===== src/rtl/alu_op_sequencer.sv =====
// Command sequencer in front of the combinational 4-bit ALU: holds operands on the
// compute screen for a settle time, captures the BCD result, optionally runs a display pass.
module alu_op_sequencer #(
    parameter int unsigned SETTLE_CYCLES = 2,
    parameter int unsigned VIEW_CYCLES   = 4
) (
    input  logic        clk,
    input  logic        rst,
    input  logic        cmd_valid,
    output logic        cmd_ready,
    input  logic [2:0]  cmd_opcode,
    input  logic [3:0]  cmd_a,
    input  logic [3:0]  cmd_b,
    input  logic        cmd_cin,
    input  logic        cmd_show,
    output logic [1:0]  alu_screen,
    output logic [2:0]  alu_opcode,
    output logic [3:0]  alu_a,
    output logic [3:0]  alu_b,
    output logic        alu_cin,
    input  logic [11:0] alu_bcd,
    input  logic        alu_carry,
    input  logic        alu_overflow,
    input  logic        alu_error,
    output logic        rsp_valid,
    input  logic        rsp_ready,
    output logic [11:0] rsp_bcd,
    output logic        rsp_carry,
    output logic        rsp_overflow,
    output logic        rsp_error,
    output logic        busy
);

    typedef enum logic [1:0] {
        StIdle,
        StExec,
        StShow,
        StResp
    } state_e;

    localparam logic [3:0] SettleLast = 4'(SETTLE_CYCLES - 1);
    localparam logic [7:0] ViewLast   = 8'(VIEW_CYCLES - 1);

    localparam logic [1:0] ScrOpcode  = 2'd0;
    localparam logic [1:0] ScrB       = 2'd2;
    localparam logic [1:0] ScrCompute = 2'd3;

    state_e      state_q, state_d;
    logic [3:0]  settle_cnt_q, settle_cnt_d;
    logic [7:0]  view_cnt_q, view_cnt_d;
    logic        show_q, show_d;
    logic        cmd_ready_q, cmd_ready_d;
    logic        busy_q, busy_d;
    logic [1:0]  alu_screen_q, alu_screen_d;
    logic [2:0]  alu_opcode_q, alu_opcode_d;
    logic [3:0]  alu_a_q, alu_a_d;
    logic [3:0]  alu_b_q, alu_b_d;
    logic        alu_cin_q, alu_cin_d;
    logic        rsp_valid_q, rsp_valid_d;
    logic [11:0] rsp_bcd_q, rsp_bcd_d;
    logic        rsp_carry_q, rsp_carry_d;
    logic        rsp_overflow_q, rsp_overflow_d;
    logic        rsp_error_q, rsp_error_d;

    always_ff @(posedge clk) begin
        if (rst) begin
            state_q        <= StIdle;
            settle_cnt_q   <= '0;
            view_cnt_q     <= '0;
            show_q         <= 1'b0;
            cmd_ready_q    <= 1'b1;
            busy_q         <= 1'b0;
            alu_screen_q   <= ScrOpcode;
            alu_opcode_q   <= '0;
            alu_a_q        <= '0;
            alu_b_q        <= '0;
            alu_cin_q      <= 1'b0;
            rsp_valid_q    <= 1'b0;
            rsp_bcd_q      <= '0;
            rsp_carry_q    <= 1'b0;
            rsp_overflow_q <= 1'b0;
            rsp_error_q    <= 1'b0;
        end else begin
            state_q        <= state_d;
            settle_cnt_q   <= settle_cnt_d;
            view_cnt_q     <= view_cnt_d;
            show_q         <= show_d;
            cmd_ready_q    <= cmd_ready_d;
            busy_q         <= busy_d;
            alu_screen_q   <= alu_screen_d;
            alu_opcode_q   <= alu_opcode_d;
            alu_a_q        <= alu_a_d;
            alu_b_q        <= alu_b_d;
            alu_cin_q      <= alu_cin_d;
            rsp_valid_q    <= rsp_valid_d;
            rsp_bcd_q      <= rsp_bcd_d;
            rsp_carry_q    <= rsp_carry_d;
            rsp_overflow_q <= rsp_overflow_d;
            rsp_error_q    <= rsp_error_d;
        end
    end

    always_comb begin
        state_d        = state_q;
        settle_cnt_d   = settle_cnt_q;
        view_cnt_d     = view_cnt_q;
        show_d         = show_q;
        alu_screen_d   = alu_screen_q;
        alu_opcode_d   = alu_opcode_q;
        alu_a_d        = alu_a_q;
        alu_b_d        = alu_b_q;
        alu_cin_d      = alu_cin_q;
        rsp_valid_d    = rsp_valid_q;
        rsp_bcd_d      = rsp_bcd_q;
        rsp_carry_d    = rsp_carry_q;
        rsp_overflow_d = rsp_overflow_q;
        rsp_error_d    = rsp_error_q;

        unique case (state_q)
            StIdle: begin
                if (cmd_valid && cmd_ready_q) begin
                    alu_opcode_d = cmd_opcode;
                    alu_a_d      = cmd_a;
                    alu_b_d      = cmd_b;
                    alu_cin_d    = cmd_cin;
                    show_d       = cmd_show;
                    // Opcodes 6/7 never reach the ALU; answer immediately with an error.
                    if (cmd_opcode[2:1] == 2'b11) begin
                        state_d        = StResp;
                        rsp_valid_d    = 1'b1;
                        rsp_bcd_d      = '0;
                        rsp_carry_d    = 1'b0;
                        rsp_overflow_d = 1'b0;
                        rsp_error_d    = 1'b1;
                        alu_screen_d   = ScrOpcode;
                    end else begin
                        state_d      = StExec;
                        alu_screen_d = ScrCompute;
                        settle_cnt_d = '0;
                    end
                end
            end

            StExec: begin
                settle_cnt_d = settle_cnt_q + 4'd1;
                if (settle_cnt_q == SettleLast) begin
                    rsp_bcd_d      = alu_bcd;
                    rsp_carry_d    = alu_carry;
                    rsp_overflow_d = alu_overflow;
                    rsp_error_d    = alu_error;
                    if (show_q) begin
                        state_d      = StShow;
                        alu_screen_d = ScrOpcode;
                        view_cnt_d   = '0;
                    end else begin
                        state_d     = StResp;
                        rsp_valid_d = 1'b1;
                    end
                end
            end

            StShow: begin
                if (view_cnt_q == ViewLast) begin
                    view_cnt_d = '0;
                    if (alu_screen_q == ScrB) begin
                        state_d      = StResp;
                        alu_screen_d = ScrCompute;
                        rsp_valid_d  = 1'b1;
                    end else begin
                        alu_screen_d = alu_screen_q + 2'd1;
                    end
                end else begin
                    view_cnt_d = view_cnt_q + 8'd1;
                end
            end

            StResp: begin
                if (rsp_valid_q && rsp_ready) begin
                    state_d      = StIdle;
                    rsp_valid_d  = 1'b0;
                    alu_screen_d = ScrOpcode;
                end
            end

            default: begin
                state_d = StIdle;
            end
        endcase

        // Registered copies of the state decode keep every output flop-driven.
        cmd_ready_d = (state_d == StIdle);
        busy_d      = (state_d != StIdle);
    end

    assign cmd_ready    = cmd_ready_q;
    assign busy         = busy_q;
    assign alu_screen   = alu_screen_q;
    assign alu_opcode   = alu_opcode_q;
    assign alu_a        = alu_a_q;
    assign alu_b        = alu_b_q;
    assign alu_cin      = alu_cin_q;
    assign rsp_valid    = rsp_valid_q;
    assign rsp_bcd      = rsp_bcd_q;
    assign rsp_carry    = rsp_carry_q;
    assign rsp_overflow = rsp_overflow_q;
    assign rsp_error    = rsp_error_q;

endmodule


===== config.mk =====
export PLATFORM = sky130hd
export DESIGN_NAME = alu_op_sequencer
export DESIGN_NICKNAME = d
export VERILOG_FILES = /design/src/rtl/alu_op_sequencer.sv
export SDC_FILE = /design/constraint.sdc
export NUM_CORES = 1
export LEC_CHECK = 0
export ABC_AREA = 1
export CORE_MARGIN = 1
export CORE_UTILIZATION = 50
export CTS_CLUSTER_DIAMETER = 40
export DETAILED_ROUTE_END_ITERATION = 10
export DONT_BUFFER_PORTS = 1
export PLACE_DENSITY = 0.68
export SYNTH_ARGS = -nofsm -noshare
export SYNTH_HDL_FRONTEND = slang
export SYNTH_SLANG_ARGS = --single-unit

===== constraint.sdc =====
create_clock -name clk -period 1.25 [get_ports clk]
set_input_delay 0.0625 -clock clk [delete_from_list [all_inputs] [get_ports clk]]
set_output_delay 0.0625 -clock clk [all_outputs]
set_load 0.02 [all_outputs]

==> results.md, run 1 <==
- Top post-synthesis cells by count: nand2_1, dfxtp_1, nor2_1, a21oi_1, inv_1
- Worst Path Max Fanout: 8
- Warnings, synthesis: 0
- Seq/Total Area, Yosys: 0.467
- Number of synthesized flops with an enable pin: 0
- Post-Layout Cell Count: 389
- Tot GR Track Use: 0.244
- Count leader, synth: nand2_1
- Vias: 1974
- Clock Root Buffer: clkbuf_8
- Top-area cell type share of the netlist area: 0.467
- Area grow syn2layout: 41.7%
- Core area: 0.00377 sq mm
- Final ANT Viol Nets: 0
- Worst clock skew: 6.18 ps
- Vias in the first global route: 1872
- Site Rows: 22
- Seq cells post-synth: 47
- Crit path capture type: flop
- Min Tclk post-route: 1270 ps
- Post-CTS Hold Fix Bufs: 16
- Final setup viols: 4
- First-pass GRT wire length: 8090 microns
- Ys async rst share: 0
- # nets final: 376
- Detail Placement HPWL: 3050 microns
- Die area: 0.00429 sq mm
- Violated checks: hold timing, setup timing
- Mapped Avg Cell Area: 6.97 sq um
- Wire length per cell: 12.8 microns
- Global route overflow: 0
- Main flop type after synthesis: dfxtp_1
- Worst skew pair latency: 300 ps
- I/O Buffers: 0
- Total Wirelength: 4980 microns
- Period utilisation layout: 1.01
- Slew @ Worst Pin: 266 ps
- CTS buffer count: 5
- Setup ws final: -15.7 ps
- Kind of critical path: reg -> reg
- Critical Path RT: 1460 ps
- Cell Area, Synth: 0.00202 sq mm
- Synth area leaders: dfxtp_1, nand2_1, nor2_1
- RSZ-0062 raised after global routing: true
- Share of layout cells above drive strength 1: 0.340
- Setup crit start kind: flop
- Maxcap violations: 0
- Drt first-iter violations: 75
- Synth area leader: dfxtp_1
- DIE HEIGHT: 65.5 microns
- Io pins: 64
- FMAX: 790 MHz
- GPL Wtd Cong: 0.849
- Pins Over Slew Limit: 0
- Starting Density: 0.535
- Worst VDD drop: 0.00139 V
- Status: finished, violations left
- Initial antenna violation count: 0
- Clock Sinks: 47
- Die span in x: 65.5 microns
- Via/cell ratio: 5.07
- Tightest hold margin: -187 ps
- Fin util: 0.757
- Clock Path Buffers: 2
- Largest net degree at the start of global routing: 28
- Power Dens Cells: 1780 mW/mm^2
- Hold WC Path Type: in -> reg
- DRC: 0
- Syn Nets: 325
- Crit path DAT: 1470 ps
- CTS tree: done
- Clock Pin Slew Worst Setup and Hold Paths: 90 ps
- Yosys cell types: 23
- Max_slew headroom: 0.822
- First drt pass iteration count: 4
- Synth Instances: 289
- H-tree depth: 2
- Antenna Cells: 0
- Placed insts: 364
- Hold Vio Cnt, Final: 28
- Leakage Power: 1.20 nW
- Total power: 5.09 mW
[worst max-delay path: stages, from the launching register on]
cell and delay, ps:
dfxtp_1 330, nor2_2 160, nand2_4 70, nor2_4 190, o21ai_2 90, buf_6 150, o21ai_2 120, nor2_1 50
[through the flow]
step | area, sq um | setup TNS [ps] | worst slack [ps] | hold slack [ps]
2_1_floorplan | 2030 | -416 | -40.7 | 210
3_3_place_gp | 2330 | -44.3 | -27.3 | 134
3_5_place_dp | 2330 | -591 | -61.2 | 136
4_1_cts | 2640 | 0 | 0.373 | -193
5_1_grt | 2860 | -2340 | -101 | -203
6_report | 2860 | -29.6 | -15.7 | -187
[registers in the layout (all words and copies together), names as in the netlist]
| register | cells |
|---|---|
| cmd_ready | 1 |
| view_cnt_q | 8 |
| rsp_carry | 1 |
| rsp_overflow | 1 |
| alu_opcode | 3 |
| rsp_bcd | 12 |
| rsp_error | 1 |
| show_q | 1 |
| settle_cnt_q | 4 |
| alu_cin | 1 |
| state_q | 2 |
| alu_screen | 2 |
| rsp_valid | 1 |
| alu_a | 4 |
| alu_b | 4 |
| busy | 1 |
[layout by cell type, fill, tap and decap left out, types with 12 or more instances in the layout]
cell / netlist / layout
dfxtp_1: 47 / 40
dlygate4sd3_1: 0 / 16
o21ai_0: 19 / 14
buf_4: 1 / 32
nand2_2: 0 / 13
nand2_1: 78 / 59
nand3_1: 15 / 12
nor2_1: 45 / 38
inv_1: 27 / 18
a21oi_1: 27 / 17
[cells by family (layout without fill, tap and decap cells)]
family,after synthesis,after routing,synth area share
buffers and inverters,38,90,0.0732
flip-flops,47,47,0.467
XOR/XNOR,2,2,0.00869
AND/OR/NAND/NOR,147,147,0.295
AO/OA/AOI/OAI,51,51,0.131
adder cells (fa/ha/maj),4,4,0.0248
[routing by layer]
metal	track usage	share of wire	up-vias
met4	0.0734	0.021	0
met1	0.308	0.45	895
met5	0	0	-
li1	-	-	1018
met2	0.407	0.48	50
met3	0.0625	0.050	11
[path summary, 6_finish.rpt]
kind | start | to | slack (ps) | cells past startpoint
min reg2reg | show_q | show_q | 490 | 2
max | settle_cnt_q[2] | view_cnt_q[0] | -20 | 7
min | rst | rsp_bcd[11] | -190 | 1
max reg2reg | settle_cnt_q[2] | view_cnt_q[0] | -20 | 7
[where the power goes]
part           internal (mW)  leakage [nW]  switching, mW
registers               1.79         0.386          0.388
clock network          0.452        0.0474          0.523
logic                  0.828         0.771           1.11
[final cells by class]
cell class	instances	area [sq um]
clock inverter	2	16.3
clock buffer	6	82.6
timing repair buffer	52	454
multi-input combinational	204	1170
sequential	47	952
tap	48	60.1
fill	280	916
inverter	30	116
[timing repair]
item / CTS / global route
gates resized for setup: 19 / 65
setup endpoints to repair: 37 / 45
pin swaps: 7 / 24
setup buffers: 0 / 1
gates cloned: 0 / 0
endpoints found under the hold margin: 42 / 28
No activity file was read; power rests on OpenSTA's default activity.
==> run 2, diff against run 1 <==
--- a/config.mk
+++ b/config.mk
@@ -7,11 +7,10 @@
 export LEC_CHECK = 0
 export ABC_AREA = 1
 export CORE_MARGIN = 1
-export CORE_UTILIZATION = 50
+export CORE_UTILIZATION = 45
 export CTS_CLUSTER_DIAMETER = 40
 export DETAILED_ROUTE_END_ITERATION = 10
 export DONT_BUFFER_PORTS = 1
-export PLACE_DENSITY = 0.68
 export SYNTH_ARGS = -nofsm -noshare
 export SYNTH_HDL_FRONTEND = slang
 export SYNTH_SLANG_ARGS = --single-unit
==> run 2 against run 1 <==
- the run ends with setup timing left
- critical path type unchanged
- wire length increased by 2.8%
- clock skew up 1.1 ps
- clock power rose by 18%
- critical path depth fell by 1
- via count up 2.4%
- largest power group unchanged
- sequential share of layout area shrank 1.6 points
- count of clock-buffer cells in the layout is 1 lower
- global-route usage down 3.5 points
- combinational power rose by 9%
- non-clock buffer count is 13 higher
- first-iteration DRC count shrank 5.3%
==> results.md, run 2 (synthesis results as in run 1) <==
- Core area: 0.00414 sq mm
- Drt first-iter violations: 71
- Hold_sp: rst
- Tightest hold margin: 10.1 ps
- Die span in x: 68.9 microns
- Period utilisation layout: 1.07
- Largest register FFs: 12
- Detail Placement HPWL: 3100 microns
- CTS buffer count: 5
- Reg2reg end: rsp_bcd[7]
- Setup crit start kind: flop
- Vias in the first global route: 1865
- Most common cell after layout, fill and taps aside: nand2_1
- Initial antenna violation count: 0
- CTS tree: done
- Power Dens Cells: 1810 mW/mm^2
- Vias: 2021
- Crit path capture type: flop
- Total Wirelength: 5120 microns
- Antenna Cells: 0
- Max_slew headroom: 0.817
- Pins Over Slew Limit: 0
- DRC: 0
- R2r setup slk: -80 ps
- Crit path DAT: 1570 ps
- Violated checks: setup timing
- Site Rows: 23
- Io pins: 64
- Fin area: 0.00300 sq mm
- Wire length per cell: 12.6 microns
- Global Route met1 Usage: 0.247
- Area of the multi-input gates: 0.00114 sq mm
- Placed insts: 363
- Die area: 0.00475 sq mm
- DIE HEIGHT: 68.9 microns
- Worst clock skew: 7.28 ps
- Tot GR Track Use: 0.210
- Clock Root Buffer: clkbuf_8
- First-pass GRT wire length: 7490 microns
- Global routing usage on met2: 0.362
- Worst Path Max Fanout: 15
- Global route overflow: 0
- FMAX: 749 MHz
- Hold Crit Endpoint: state_q[1]
- First drt pass iteration count: 4
- Area after DPL: 0.00231 sq mm
- Leakage Power: 1.24 nW
- Hold WC Path Type: in -> reg
- Fillers: 336
- GR peak layer: met2
- Hold Vio Cnt, Final: 0
- Worst r2r src: settle_cnt_q[3]
- I/O Buffers: 0
- Reg2reg path depth: 6
- Share of layout cells above drive strength 1: 0.327
- Largest net degree at the start of global routing: 28
- FF/Latch Area: 953 sq um
- Final setup viols: 15
- Starting Density: 0.486
- Post-Layout Cell Count: 405
- Worst skew pair latency: 310 ps
- Clock Sinks: 47
- Most frequent cells in the layout: nand2_1, dfxtp_1, nor2_1
- Critical Path RT: 1480 ps
- Area grow syn2layout: 48.9%
- Maxcap violations: 0
- H-tree depth: 2
- Via/cell ratio: 4.99
- Setup TNS: -394 ps
- Setup ws final: -84.9 ps
- # nets final: 390
- Status: finished, violations left
- Worst VDD drop: 0.00147 V
- Min Tclk post-route: 1330 ps
- Clock Path Buffers: 2
- Hold path cells: 3
- GPL Wtd Cong: 0.767
- M3 GR Usage: 0.0526
- Slew @ Worst Pin: 275 ps
- Clock Pin Slew Worst Setup and Hold Paths: 90 ps
- Final ANT Viol Nets: 0
- RSZ-0062 raised after global routing: true
- Kind of critical path: reg -> reg
## run 2: power by group
part | internal [mW] | leakage, nW | switching, mW | total [mW]
Clock | 0.606 | 0.0587 | 0.541 | 1.15
Sequential | 1.79 | 0.387 | 0.389 | 2.17
Combinational | 0.932 | 0.800 | 1.18 | 2.11
## run 2: layout make-up
cell class,instances,share of cell area
multi-input combinational,204,0.380
sequential,47,0.318
timing repair buffer,65,0.201
inverter,30,0.0388
clock buffer,5,0.0229
tap,50,0.0209
clock inverter,3,0.0158
timing repair inverter,1,0.00250
## run 2: what timing repair did
| action | CTS | global route |
|---|---|---|
| hold endpoints to repair | 41 | 27 |
| buffers inserted | 0 | 2 |
| gates resized for setup | 22 | 68 |
| endpoints found under the setup margin | 36 | 45 |
| hold buffers | 14 | 17 |
| cloned | 0 | 1 |
| pin swaps | 1 | 14 |
## run 2: critical path, cell delays in order, from the launching register on
cell and delay [ps]:
dfxtp_1 320, nor2_1 190, nand2_4 80, nor2_4 150, buf_4 230, nand2_1 100, a21oi_1 180
## run 2: worst max path at each step
stage                    start             to  slack [ps]  cells after the start
2_1_floorplan       state_q[0]     rsp_bcd[4]         -40                      8
3_3_place_gp     view_cnt_q[0]  alu_screen[1]         -90                      8
3_5_place_dp   settle_cnt_q[1]     rsp_bcd[1]        -110                      9
4_1_cts        settle_cnt_q[1]     rsp_bcd[1]         -20                      9
5_1_grt             state_q[0]     rsp_bcd[7]        -130                      7
6_report       settle_cnt_q[3]     rsp_bcd[7]         -80                      6
## run 2: metal layers
metal  vias up  share of wire
li1       1046              -
met1       917           0.47
met2        53           0.47
met3         5          0.054
met4         0         0.0070
met5         -              0
## run 2: through the flow
stage / total power [mW] / setup slack (ps) / util
3_5_place_dp: 3.77 / -115 / 0.557
4_1_cts: 5.05 / -19.7 / 0.635
5_1_grt: 5.79 / -126 / 0.724
6_report: 5.43 / -84.9 / 0.724
2_1_floorplan: 3.16 / -40.7 / -
3_3_place_gp: 3.75 / -85.8 / 0.557
==> run 3, diff against run 2 <==
==> constraint.sdc (replaced) <==
create_clock -name clk -period 1.1 [get_ports clk]
set_input_delay 0.055 -clock clk [delete_from_list [all_inputs] [get_ports clk]]
set_output_delay 0.055 -clock clk [all_outputs]
set_load 0.02 [all_outputs]
==> run 3 against run 2 <==
- the flow finishes with violations (hold timing, setup timing)
- count of clock-buffer cells in the layout is 1 higher
- critical path depth is 2 higher
- hold slack got worse by 31 ps
- power up 22%
- cell area grew 8.7%
- via count increased by 3.7%
- sequential cell count unchanged
- critical path type unchanged
- critical endpoint is now view_cnt_q[0]
- largest power group is now combinational logic
- highest routed layer unchanged
==> results.md, run 3 (synthesis results as in run 1) <==
- Status: finished, violations left
- Violated checks: hold timing, setup timing
- Crit path DAT: 1450 ps
- Via/cell ratio: 5.00
- Antenna Cells: 0
- RSZ-0062 raised after global routing: true
- Hold WC Path Type: in -> reg
- Worst Path Max Fanout: 8
- Hold Vio Cnt, Final: 1
- I/O Buffers: 0
- Wire length on met3: 245 microns
- GPL Wtd Cong: 0.814
- Worst VDD drop: 0.00153 V
- # nets final: 404
- CTS buffer count: 5
- R2r setup slk: -160 ps
- Worst skew pair latency: 300 ps
- Fin area: 0.00326 sq mm
- Max_slew headroom: 0.809
- Critical Path RT: 1290 ps
- Global route overflow: 0
- Total Wirelength: 5740 microns
- Vias: 2096
- Pre-CTS setup slack: -205 ps
- Top routing layer in use: met4
- Total power: 6.63 mW
- FMAX: 794 MHz
- Worst clock skew: 8.07 ps
- Area grow syn2layout: 61.8%
- Power Dens Cells: 2030 mW/mm^2
- M1 WL: 2470 microns
- Setup ws final: -159 ps
- Clock Root Buffer: clkbuf_8
- Final setup viols: 47
- Worst Setup EP: view_cnt_q[0]
- Setup TNS: -4260 ps
- Min Tclk post-route: 1260 ps
- Share of layout cells above drive strength 1: 0.390
- Met2 WL: 2980 microns
- First-pass GRT wire length: 8050 microns
- Pins Over Slew Limit: 0
- Reg2reg path depth: 8
- Kind of critical path: reg -> reg
- Largest register FFs: 12
- Slew @ Worst Pin: 284 ps
- Setup crit start kind: flop
- Clock Sinks: 47
- Site Rows: 23
- Critical Path Start: state_q[0]
- Core area: 0.00414 sq mm
- Largest net degree at the start of global routing: 28
- H-tree depth: 2
- Worst r2r src: state_q[0]
- Wire length per cell: 13.7 microns
- Detail Placement HPWL: 3120 microns
- Clock Path Buffers: 2
- Tot GR Track Use: 0.228
- Die area: 0.00475 sq mm
- Starting Density: 0.486
- Final ANT Viol Nets: 0
- Area after DPL: 0.00244 sq mm
- Period utilisation layout: 1.14
- Crit path capture type: flop
- Leakage Power: 1.38 nW
- Drt first-iter violations: 112
- Vias in the first global route: 1874
- DIE HEIGHT: 68.9 microns
- Clock Pin Slew Worst Setup and Hold Paths: 90 ps
- Reg2reg end: view_cnt_q[0]
- DRC: 0
- Tightest hold margin: -20.7 ps
- Io pins: 64
- Most frequent cells in the layout: nand2_1, dfxtp_1, buf_4
- Die span in x: 68.9 microns
- First drt pass iteration count: 5
- Fillers: 288
- Initial antenna violation count: 0
- Most common cell after layout, fill and taps aside: nand2_1
- CTS tree: done
- Maxcap violations: 0
run 3: cell count changes in the layout (fill, tap and decap cells not counted), moves of 3 or more:
cell / delta
a21oi_1: -3
a21oi_2: +3
buf_12: +3
buf_4: +9
inv_2: -4
nor2_2: -3
o21ai_1: -12
o21ai_2: +12
run 3: critical path: stages (launching register included):
cell and delay [ps]:
dfxtp_4 390, inv_4 50, nor2_4 90, inv_2 60, nor2_4 180, o21ai_2 80, buf_6 140, o21ai_1 120
nor2_1 40
run 3: per-stage QoR:
stage,cells,utilization
final,419,0.787
after global routing,419,0.787
after CTS,400,0.711
after detailed placement,372,0.588
after global placement,372,0.588
after floorplan,289,-
run 3: cell type report:
class,count,area (sq um),area share
inverters,30,125,0.0384
flip-flops and latches,47,957,0.293
clock buffers,6,82.6,0.0253
multi-input cells,204,1210,0.372
well taps,50,62.6,0.0192
clock inverters,2,16.3,0.00499
repair buffers,80,803,0.246
run 3: worst min-delay path by stage:
stage | start | end | slack, ps | depth (start not counted)
2_1_floorplan | alu_bcd[0] | rsp_bcd[0] | 200 | 2
3_3_place_gp | rst | settle_cnt_q[1] | 120 | 1
3_5_place_dp | rst | settle_cnt_q[1] | 130 | 1
4_1_cts | rst | settle_cnt_q[3] | -200 | 1
5_1_grt | alu_error | rsp_error | 20 | 2
6_report | alu_error | rsp_error | -20 | 2
run 3: timing repair:
item / in CTS / in global routing
setup buffers: 5 / 2
pin swaps: 25 / 14
hold buffers: 14 / 16
gates cloned: 1 / 1
gates resized for setup: 76 / 31
endpoints found under the hold margin: 43 / 28
endpoints found under the setup margin: 47 / 47
run 3: power by group:
group	leakage (nW)	switching, mW	internal (mW)
clock network	0.0474	0.587	0.514
logic	0.943	1.53	1.48
registers	0.387	0.473	2.04
run 3: per-layer routing:
| layer | GRT usage | vias to the layer above |
|---|---|---|
| met5 | 0 | - |
| met4 | 0.0561 | 0 |
| met3 | 0.0510 | 5 |
| met2 | 0.394 | 61 |
| met1 | 0.283 | 954 |
| li1 | - | 1076 |
